===== src/rtl/reg_bank_arbiter.sv =====
// Shared flip-flop register bank behind a round-robin arbiter.
// One access (read or write) is granted per cycle. The grant is combinational
// and read data returns one cycle after the grant, tagged by a one-hot rvalid.
module reg_bank_arbiter #(
    parameter  int NUM_REQ = 4,
    parameter  int DATA_W  = 8,
    parameter  int DEPTH   = 16,
    localparam int AW      = $clog2(DEPTH)
) (
    input  logic                      clk,
    input  logic                      rst,
    input  logic [NUM_REQ-1:0]        req,
    input  logic [NUM_REQ-1:0]        we,
    input  logic [NUM_REQ*AW-1:0]     addr,
    input  logic [NUM_REQ*DATA_W-1:0] wdata,
    output logic [NUM_REQ-1:0]        gnt,
    output logic [DATA_W-1:0]         rdata,
    output logic [NUM_REQ-1:0]        rvalid,
    output logic [15:0]               grant_cnt
);

    localparam int PW = (NUM_REQ > 1) ? $clog2(NUM_REQ) : 1;

    // Grant counter sticks at all-ones instead of wrapping.
    function automatic logic [15:0] sat_inc(input logic [15:0] v);
        return (v == 16'hFFFF) ? v : v + 16'd1;
    endfunction

    // Pointer moves to the requester just after the winner, modulo NUM_REQ.
    function automatic logic [PW-1:0] ptr_next(input logic [PW-1:0] k);
        if (int'(k) == NUM_REQ - 1)
            return '0;
        else
            return k + 1'b1;
    endfunction

    logic [DATA_W-1:0] bank [DEPTH];
    logic [PW-1:0]     rr_ptr;
    logic [PW-1:0]     gnt_idx;
    logic [PW-1:0]     idx_w;
    logic              any_gnt;
    int                idx;

    logic              sel_we;
    logic [AW-1:0]     sel_addr;
    logic [DATA_W-1:0] sel_wdata;

    logic [DATA_W-1:0]  rdata_p1;
    logic [NUM_REQ-1:0] vld_p1;
    logic [15:0]        cnt_q;

    // Round-robin search starting at rr_ptr; the first requester found wins.
    always_comb begin
        gnt     = '0;
        gnt_idx = '0;
        any_gnt = 1'b0;
        idx     = 0;
        idx_w   = '0;
        if (!rst) begin
            for (int j = 0; j < NUM_REQ; j++) begin
                idx   = (int'(rr_ptr) + j) % NUM_REQ;
                idx_w = PW'(idx);
                if (!any_gnt && req[idx_w]) begin
                    any_gnt     = 1'b1;
                    gnt[idx_w]  = 1'b1;
                    gnt_idx     = idx_w;
                end
            end
        end
    end

    // Mux the winning requester's access fields onto the bank port.
    always_comb begin
        sel_we    = we[gnt_idx];
        sel_addr  = addr[gnt_idx*AW +: AW];
        sel_wdata = wdata[gnt_idx*DATA_W +: DATA_W];
    end

    // Register bank: cleared by reset, written by a granted write.
    always_ff @(posedge clk) begin
        if (rst) begin
            for (int i = 0; i < DEPTH; i++)
                bank[i] <= '0;
        end else if (any_gnt && sel_we) begin
            bank[sel_addr] <= sel_wdata;
        end
    end

    // Arbiter pointer and saturating grant counter.
    always_ff @(posedge clk) begin
        if (rst) begin
            rr_ptr <= '0;
            cnt_q  <= '0;
        end else if (any_gnt) begin
            rr_ptr <= ptr_next(gnt_idx);
            cnt_q  <= sat_inc(cnt_q);
        end
    end

    // ---- stage p1: registered read data and its owner tag ----
    // Read port: rdata captures pre-edge bank contents; rvalid pulses per read.
    always_ff @(posedge clk) begin
        if (rst) begin
            rdata_p1 <= '0;
            vld_p1   <= '0;
        end else begin
            if (any_gnt && !sel_we) begin
                rdata_p1 <= bank[sel_addr];
                vld_p1   <= gnt;
            end else begin
                vld_p1   <= '0;
            end
        end
    end

    assign rdata     = rdata_p1;
    assign rvalid    = vld_p1;
    assign grant_cnt = cnt_q;

endmodule


===== config.mk =====
export PLATFORM = sky130hd
export DESIGN_NAME = reg_bank_arbiter
export DESIGN_NICKNAME = d
export VERILOG_FILES = /design/src/rtl/reg_bank_arbiter.sv
export SDC_FILE = /design/constraint.sdc
export NUM_CORES = 1
export LEC_CHECK = 0
export CORE_UTILIZATION = 35
export DETAILED_ROUTE_END_ITERATION = 7
export PLACE_DENSITY = 0.55
export SLEW_MARGIN = 30
export SYNTH_ARGS = -nofsm -noshare
export SYNTH_HDL_FRONTEND = slang
export SYNTH_SLANG_ARGS = --single-unit
export TNS_END_PERCENT = 5

===== constraint.sdc =====
create_clock -name clk -period 5.3 [get_ports clk]
set_input_delay 1.06 -clock clk [delete_from_list [all_inputs] [get_ports clk]]
set_output_delay 1.06 -clock clk [all_outputs]
set_load 0.1 [all_outputs]

# After elaboration in Yosys (flattened, before gate mapping)
# Memories as Yosys holds them, arrays and structs flattened. A register that Yosys moved wholly into a read port is not among the register bits.
# Index checks and enable logic that the tools add are counted.
# Widths: inputs -> output; s select.
# totals
regBits	22
ramBits	128
input_bits	58
out_inout_bits	32
n_memories	1
# memory_table
memory	words	word_bits	rd	rd_ports_with_merged_regs	write_ports	line	source
bank	16	8	1	1	16	37	logic [DATA_W-1:0] bank [DEPTH];
# op_classes
add_sub_neg	5
magnitude_cmp	9
n_eq_ne	2
shift	2
mux	48
bitwise	5
reduce_logical	16
# op_table
op	count
$mux 4	9
$shiftx 32x6->8	1
$mux 1	23
$add 16x1->16 const B	1
$eq 16x16->1 const B	1
$shiftx 16x5->4	1
$lt 2x3->1 const B	5
$mux 2	6
$or 4x4->4	3
$bmux 1 s2	5
$logic_and 1x1->1	9
$demux 1 s2	4
$ge 2x1->1 const B	4
$mux 8	1
$reduce_or 8->1	1
$add 2x1->2 const B	2
$add 2x2->2 const B	2
$logic_not 1->1	4
$eq 2x1->1 const B	1
$not 1->1	2
$reduce_and 2->1	1
$reduce_or 2->1	1

# Longest topological paths before layout
# Gate-level depths: netlist of the first run.
# logic_depth
depth_word	24
depth_mapped	15
depth_no_buf	11

# Worst setup path before layout of the first run
# Ideal clock, no wire load.
# synth_timing
path_kind	input -> output
start	input port req[2]
end	output port gnt[0]
t_arrival_ns	3.583
required_ns	4.240
setup_slack_ns	0.657
path_stages	5
path_cell_list	mux4_2 or3_4 nor2_1 a221oi_1 nor2_1
# synth_between
elab_chain_len	16
# synth_lines
element	line	source
start: declaration	12	input logic [NUM_REQ-1:0] req,
$bmux 1 s2	63	if (!any_gnt && req[idx_w]) begin
$mux 1 (not written as such)	63	
$mux 1	63	
$mux 1	59	if (!rst) begin
$logic_not 1->1	63	
$logic_and 1x1->1	63	
$mux 1	63	
$mux 1	59	
$logic_not 1->1	63	
$logic_and 1x1->1	63	
$mux 1	63	
$mux 1	59	
$logic_not 1->1	63	
$logic_and 1x1->1	63	
$mux 4 *	63	
$mux 4 *	59	
end: declaration	16	output logic [NUM_REQ-1:0] gnt,
# Every way passes the cells marked *; elsewhere a longest branch is shown, timed or not. The select of a mux whose other input is x is not followed.

==> results.cfg, run 1 <==
[logic_synthesis]
synthArstFlopShare = 0
synth_compound_area_frac = 0.1252
synthDistinctLibCells = 48
syn_area_per_cell_um2 = 9.783
synth_edf_count = 128
synth_xor_area_frac = 0.01749
ys_seq_elements = 158
synth-simple-area-share = 0.2328
synth_adder_area_share = 0.01405
yosysWarningCount = 0
syn_nets = 886
synth_top_family_by_area = simple AND/OR/NAND/NOR gates
synthFlopType = edfxtp_1
syn-cell-area_um2 = 8013
muxShareOfSynthArea = 0.02030
ys_seq_area_frac = 0.5547
netlist_instances = 819

[critical_path]
worstPathCellList = clkdlybuf4s50_1 > mux4_2 > buf_4 > or3_4 > nor2_2 > o21ai_0 > a2111oi_0 > a41oi_1 > or3_1 > nand2b_1
worstSetupPathType = input port to register
worst-path-buf-inv = 2
crit_required_ns = 5.40
cp_max_fo = 10
crit_family = simple AND/OR/NAND/NOR gates
cp-end-kind = register
cp-start-kind = input port
cp_slowest_cell = or3_1
critical_path_arrival_ns = 4.91
slowest_delay_ns = 0.64

[finish]
layout_common_cells = nor2_1, edfxtp_1, nand3_1
post_route_cells_drive_above_1_share = 0.1192
antennaDiodeCount = 0
fin_area_um2 = 10040
area_growth_pct = 25.27
final_common_cell = nor2_1
nFillCells = 2106
nets = 985
fin_cells = 1211

[floorplan]
die_w_um = 153.3
dieArea_um2 = 23500
coreArea_um2 = 22160
std_cell_rows = 54
start_util = 0.3616
io_pins = 90
die_y_um = 153.3

[timing]
worst_pin_slew_ns = 0.9949
finalWorstSetupSlack_ns = 0.4910
maxSlewViolCount = 0
finalHoldViolCount = 0
fmax_ghz = 0.2079
finalSetupViolCount = 0
period_needed_ns = 4.809
tns_ns = 0
clock_skew_ns = 0.008827
period_share = 0.9074
slew_headroom = 0.3347
rsz0062_at_grt = false

[clocking]
htree_levels = 4
root_buffer = clkbuf_16
cts.sinks = 158
postCtsSetupRepairBufs = 0
clk_pin_slew_ns = 0.06
numCtsBuffers = 17
clk_path_buf_depth = 2
cts_resized = 0
cts_hold_buf = 0
cts_tree = done
clkLatencyLatePin_ns = 0.44

[route]
drc = 0
drt-initial-drc-count = 748
firstDrtPassIters = 7
routed_wl_um = 24520
ant_nets = 0
vias_per_cell = 5.502
vias = 6663
wire_per_inst_um = 20.25

[placed_design]
dp_slack_ns = 0.1030
dpl-instance-area_um2 = 9459
dpl.hpwl_um = 17060
gp_congestion = 0.8258
place_inst = 1179
numPortBuffers = 89

[grt]
grt_overflow = 0
grt_pass1_wl_um = 37650
antenna_found_initial = 0
grtUsageTotal = 0.2130
grt_max_degree = 41
grt_pass1_vias = 6309

[power]
powerDensity_nw_per_um2 = 455.1
leakagePower_uw = 0.003513
power_uw = 4567
ir_worst_vdd_uv = 195.8

[run]
max_cap_violations = 0

[outcome]
status = finished, final reports clean

[min_path]
hold_class = register to register
## logic make-up after synthesis
logic type | count (synthesis)
compound gates | 152
xor+xnor | 16
fa+ha+maj | 9
buf+inv | 70
flops | 158
mux | 11
simple gates | 403
## state kept, by name, indices dropped and copies added (netlist names)
register   flops
rvalid         4
rdata          8
bank         128
grant_cnt     16
rr_ptr         2
## metal layers
| metal | routed length [um] | track usage |
|---|---|---|
| met4 | 453 | 0.06542 |
| met2 | 11240 | 0.3307 |
| met1 | 11020 | 0.2976 |
| met3 | 1802 | 0.04366 |
| met5 | 0 | 0 |
## final cells by class
type	instances	area, um2	share of cell area
clock buffers	17	425.4	0.04238
clock inverters	15	152.6	0.01521
inverters	7	26.28	0.002618
multi-input cells	591	3332	0.3320
flip-flops and latches	158	4444	0.4428
well taps	280	350.3	0.03490
repair buffers	143	1306	0.1301
## worst reg2reg max path: cells and delay by family (launching register included)
family,cells,cell delay [ns]
AND/OR/NAND/NOR,5,1.46
AO/OA/AOI/OAI,2,0.94
multiplexers,1,0.56
flip-flops,1,0.52
buffers and inverters,2,0.46
adder cells (fa/ha/maj),1,0.43
## cells in the mapped netlist (3+ instances only)
library cell,instances,area share
nand3_1,91,0.057
o21ai_0,74,0.046
xor2_1,12,0.013
o21ai_1,11,0.0069
nand2b_1,19,0.015
nor2_1,171,0.080
nand4b_1,3,0.0033
clkbuf_1,54,0.025
dfxtp_1,30,0.075
edfxtp_1,128,0.48
or3_1,4,0.0031
nand2_1,58,0.027
ha_1,9,0.014
o221ai_1,4,0.0044
or2_1,8,0.0062
and3_1,6,0.0047
nor2b_1,6,0.0047
buf_2,5,0.0031
a2111oi_0,9,0.0098
mux2i_1,5,0.0062
a41oi_1,26,0.028
nand4_1,14,0.011
inv_1,7,0.0033
nand3b_1,9,0.0084
a221oi_1,5,0.0055
xnor2_1,4,0.0044
nor3_1,4,0.0025
mux4_2,4,0.011
a21oi_1,7,0.0044
a22oi_1,5,0.0047
## where the power goes
part | switching (uW) | internal [uW]
clock | 566 | 624
combinational | 1290 | 556
sequential | 54.4 | 1470
## stage by stage
step	hold WS (ns)	utilization
5_1_grt	0.4913	0.4529
3_5_place_dp	0.4643	0.4268
4_1_cts	0.4761	0.4529
3_3_place_gp	0.4624	0.4268
6_report	0.4714	0.4529
2_1_floorplan	0.5903	-
## final timing paths
| path | start | to | slack [ns] | cells after the start |
|---|---|---|---|---|
| setup reg to reg | rr_ptr[1] | bank[12][3] | 0.59 | 11 |
| setup / recovery | req[0] | bank[6][0] | 0.49 | 10 |
| hold / removal | rdata[6] | rdata[6] | 0.47 | 2 |
| hold reg to reg | rdata[6] | rdata[6] | 0.47 | 2 |
No activity file was read; power rests on OpenSTA's default activity.
==> run 2, diff against run 1 <==
CAP_MARGIN = 20   (was not set)
CTS_BUF_LIST = sky130_fd_sc_hd__clkbuf_8   (was not set)
==> run 2 against run 1 <==
Against the previous run:
- flip-flop and latch count stayed put
- clock skew is 0.0047 ns higher
- die area stayed put
- global-route usage is 0.099 points higher
- largest cell class unchanged
- largest power group unchanged
- highest routed layer unchanged
==> results.cfg, run 2 (synthesis gave the netlist of run 1 again) <==
[critical_path]
worstRegToRegCells = 11
r2r-end = bank[12][3]
critPathLaunch = req[0]
crit_required_ns = 5.43
crit_path_end = bank[6][0]
rr_startpoint = rr_ptr[1]
slowest_delay_ns = 0.63
cp-start-kind = input port
cp_max_fo = 10
critical_path_arrival_ns = 4.89
worstPathCellList = clkdlybuf4s50_1 > mux4_2 > buf_4 > or3_4 > nor2_2 > o21ai_0 > a2111oi_0 > a41oi_1 > or3_1 > nand2b_1
r2r_setup_slack_ns = 0.58
cp-end-kind = register
worstSetupPathType = input port to register
cp_slowest_cell = or3_1

[finish]
final_common_cell = nor2_1
antennaDiodeCount = 0
area_growth_pct = 22.88
layout_common_cells = nor2_1, edfxtp_1, nand3_1
largest_reg_flops = 128
post_route_cells_drive_above_1_share = 0.1192
nets = 985
top_register = bank
fin_cells = 1211

[route]
routed_wl_um = 24540
ant_nets = 0
drt-initial-drc-count = 683
vias = 6672
vias_per_cell = 5.509
firstDrtPassIters = 5
wire_per_inst_um = 20.26
drc = 0

[clocking]
clkLatencyLatePin_ns = 0.47
cts_resized = 0
cts_tree = done
numCtsBuffers = 17
htree_levels = 4
cts.sinks = 158
clk_pin_slew_ns = 0.09
clk_path_buf_depth = 2
root_buffer = clkbuf_8
cts_hold_buf = 0
postCtsSetupRepairBufs = 0

[timing]
tns_ns = 0
finalHoldViolCount = 0
maxSlewViolCount = 0
slew_headroom = 0.3306
period_share = 0.8981
period_needed_ns = 4.760
fmax_ghz = 0.2101
worst_pin_slew_ns = 1.001
timing.hold.ws_ns = 0.4739
clock_skew_ns = 0.01352
finalSetupViolCount = 0
rsz0062_at_grt = false

[floorplan]
coreArea_um2 = 22160
std_cell_rows = 54
start_util = 0.3616
io_pins = 90
die_w_um = 153.3
die_y_um = 153.3
dieArea_um2 = 23500

[placed_design]
numPortBuffers = 89
place_inst = 1179
gp_congestion = 0.8258
dpl.hpwl_um = 17060

[grt]
grtUsageTotal = 0.2140
grt_max_degree = 41
antenna_found_initial = 0
grt_pass1_vias = 6328
grt_overflow = 0
grt_pass1_wl_um = 37670

[outcome]
status = finished, final reports clean

[run]
max_cap_violations = 0

[power]
leakagePower_uw = 0.003426
ir_worst_vdd_uv = 194.3
power_uw = 4247
powerDensity_nw_per_um2 = 431.4

[min_path]
hold_class = register to register
==> run 2: cell count changes in the layout (fill, tap and decap cells not counted) <==
cell	change
clkbuf_16	-17
clkbuf_8	+17
==> run 2: how the worst min path moves through the flow <==
stage               startpoint   endpoint  cells after the start
floorplan            rr_ptr[1]  rr_ptr[1]                      2
global placement      rdata[6]   rdata[6]                      2
detailed placement    rdata[6]   rdata[6]                      2
CTS                   rdata[6]   rdata[6]                      2
global route          rdata[0]   rdata[0]                      2
finish                rdata[6]   rdata[6]                      2
==> run 2: power by group <==
group	internal, uW	leakage [uW]	switching [uW]	total, uW
logic	556	0.00168	1290	1850
registers	1470	0.00156	54.0	1530
clock network	348	0.000184	525	873
==> run 2: per-layer routing <==
metal / part of all wire / vias to the layer above / track usage
li1: - / 3181 / -
met1: 0.46 / 3207 / 0.2945
met2: 0.45 / 243 / 0.3309
met3: 0.068 / 41 / 0.04508
met4: 0.022 / 0 / 0.07840
met5: 0 / - / 0
==> run 2: area by class of cell <==
| type | instances | area (um2) |
|---|---|---|
| tap | 280 | 350.3 |
| sequential | 158 | 4444 |
| clock inverter | 15 | 152.6 |
| timing repair buffer | 143 | 1306 |
| multi-input combinational | 591 | 3332 |
| fill | 2132 | 12320 |
| inverter | 7 | 26.28 |
| clock buffer | 17 | 234.0 |
==> run 2: through the flow <==
stage	setup WS (ns)	area, um2	util
finish	0.5402	9846	0.4443
global route	0.3248	9846	0.4443
CTS	0.5592	9846	0.4443
detailed placement	0.1030	9459	0.4268
global placement	0.1348	9459	0.4268
floorplan	0.6570	8013	-
==> run 2: worst max-delay path, delay by kind of cell <==
family | cells | cell delay, ns
AOI/OAI and AO/OA | 3 | 0.93
buffers and inverters | 2 | 0.72
muxes | 1 | 0.57
and+or+nand+nor | 4 | 1.61
==> run 3, diff against run 2 <==
CELL_PAD_IN_SITES_DETAIL_PLACEMENT = 1   (was not set)
CELL_PAD_IN_SITES_GLOBAL_PLACEMENT = 1   (was not set)
CTS_BUF_LIST = not set   (was sky130_fd_sc_hd__clkbuf_8)
PLACE_DENSITY = 0.67   (was 0.55)
==> run 3 against run 2 <==
Against the previous run:
- fmax is 1.7% lower
- sequential power hardly changed
- die area stayed put
- clock power is 42% higher
- non-clock buffer count shrank 2
- first-iteration DRC count down 10%
- register-to-register slack improved by 0.03 ns
- critical path type unchanged
==> results.cfg, run 3 (synthesis gave the netlist of run 1 again) <==
[floorplan]
die_y_um = 153.3
io_pins = 90
dieArea_um2 = 23500
std_cell_rows = 54
coreArea_um2 = 22160
start_util = 0.3616
die_w_um = 153.3

[finish]
nets = 983
top_register = bank
fin_cells = 1209
layout_common_cells = nor2_1, edfxtp_1, nand3_1
post_route_cells_drive_above_1_share = 0.1184
final_common_cell = nor2_1
area_growth_pct = 25.69
largest_reg_flops = 128
antennaDiodeCount = 0

[power]
power_frac_comb = 0.398
clkPwrFrac = 0.269
intPower_uw = 2712
p_sw_frac = 0.4104
leakagePower_uw = 0.003550
power_frac_seq = 0.334
p_sw_uw = 1888
ir_worst_vdd_uv = 216.8
powerDensity_nw_per_um2 = 456.7

[critical_path]
cp-start-kind = input port
crit_required_ns = 5.38
slowest_delay_ns = 0.61
rr_startpoint = rr_ptr[1]
worstRegToRegCells = 12
critical_path_arrival_ns = 4.92
critPathLaunch = req[1]
crit_path_end = bank[7][0]
r2r_setup_slack_ns = 0.61
cp_slowest_cell = mux4_2
cp_max_fo = 10
cp-end-kind = register
worstSetupPathType = input port to register
r2r-end = bank[7][0]
worstPathCellList = clkdlybuf4s50_1 > mux4_2 > or3_4 > nor2_2 > o21ai_0 > a2111oi_0 > a41oi_1 > buf_4 > nand3b_1 > or2_1 > nand2b_1

[placed_design]
numPortBuffers = 89
place_inst = 1177
dpl.hpwl_um = 18080
gp_congestion = 0.8280

[min_path]
hold_class = register to register
hp-start = rdata[3]

[grt]
grtUsageTotal = 0.2288
grt_max_degree = 35
grt_pass1_wl_um = 40280
grt_overflow = 0
antenna_found_initial = 0
grt_pass1_vias = 6828

[timing]
slew_headroom = 0.3092
clock_skew_ns = 0.01178
tns_ns = 0
fmax_ghz = 0.2065
finalSetupViolCount = 0
worst_pin_slew_ns = 1.033
rsz0062_at_grt = false
period_needed_ns = 4.843
maxSlewViolCount = 0
period_share = 0.9139
finalHoldViolCount = 0

[route]
wire_per_inst_um = 21.78
firstDrtPassIters = 6
routed_wl_um = 26330
drc = 0
ant_nets = 0
vias = 6835
drt-initial-drc-count = 613
vias_per_cell = 5.653

[clocking]
numCtsBuffers = 17
clkLatencyLatePin_ns = 0.43
cts.sinks = 158
postCtsSetupRepairBufs = 0
cts_resized = 0
root_buffer = clkbuf_16
htree_levels = 4
clk_pin_slew_ns = 0.06
clk_path_buf_depth = 2
cts_hold_buf = 0
cts_tree = done

[outcome]
status = finished, final reports clean

[run]
max_cap_violations = 0
[run 3: worst max-delay path, delay by kind of cell]
kind	cells	cell delay (ns)
compound gates	3	0.80
mux	1	0.61
simple gates	5	1.71
buf+inv	2	0.74
[run 3: how the worst min path moves through the flow]
stage	slack (ns)	end	depth (start not counted)
4_1_cts	0.49	rdata[3]	2
2_1_floorplan	0.59	rr_ptr[1]	2
6_report	0.49	rdata[3]	2
5_1_grt	0.52	rdata[3]	2
3_3_place_gp	0.48	rdata[5]	2
3_5_place_dp	0.48	rdata[5]	2
[run 3: layer usage]
layer	vias up	share of wire	global-route usage
met1	3426	0.46	0.3140
met3	28	0.046	0.03374
met5	-	0	0
met2	203	0.48	0.3742
li1	3178	-	-
met4	0	0.017	0.06590
[run 3: per-stage QoR]
stage	total power, uW	hold slack [ns]	area, um2	util	worst slack [ns]
4_1_cts	4611	0.4926	10060	0.4541	0.4888
3_5_place_dp	3374	0.4797	9464	0.4271	0.05925
3_3_place_gp	3362	0.4814	9469	0.4273	0.1390
2_1_floorplan	2649	0.5903	8013	-	0.6570
6_report	4600	0.4877	10070	0.4544	0.4566
5_1_grt	4775	0.5153	10070	0.4544	0.2364
[run 3: layout make-up]
cell class | instances | area [um2]
fill | 2470 | 12090
clock buffer | 24 | 538.0
clock inverter | 8 | 61.31
inverter | 7 | 26.28
timing repair buffer | 141 | 1311
sequential | 158 | 4444
multi-input combinational | 591 | 3339
tap | 280 | 350.3
[run 3: power by group through the flow]
stage	logic, uW	clock network, uW	registers (uW)
3_5_place_dp	1810	0	1560
5_1_grt	1940	1290	1540
6_report	1830	1240	1530
4_1_cts	1820	1250	1540
3_3_place_gp	1800	0	1560
2_1_floorplan	855	0	1790
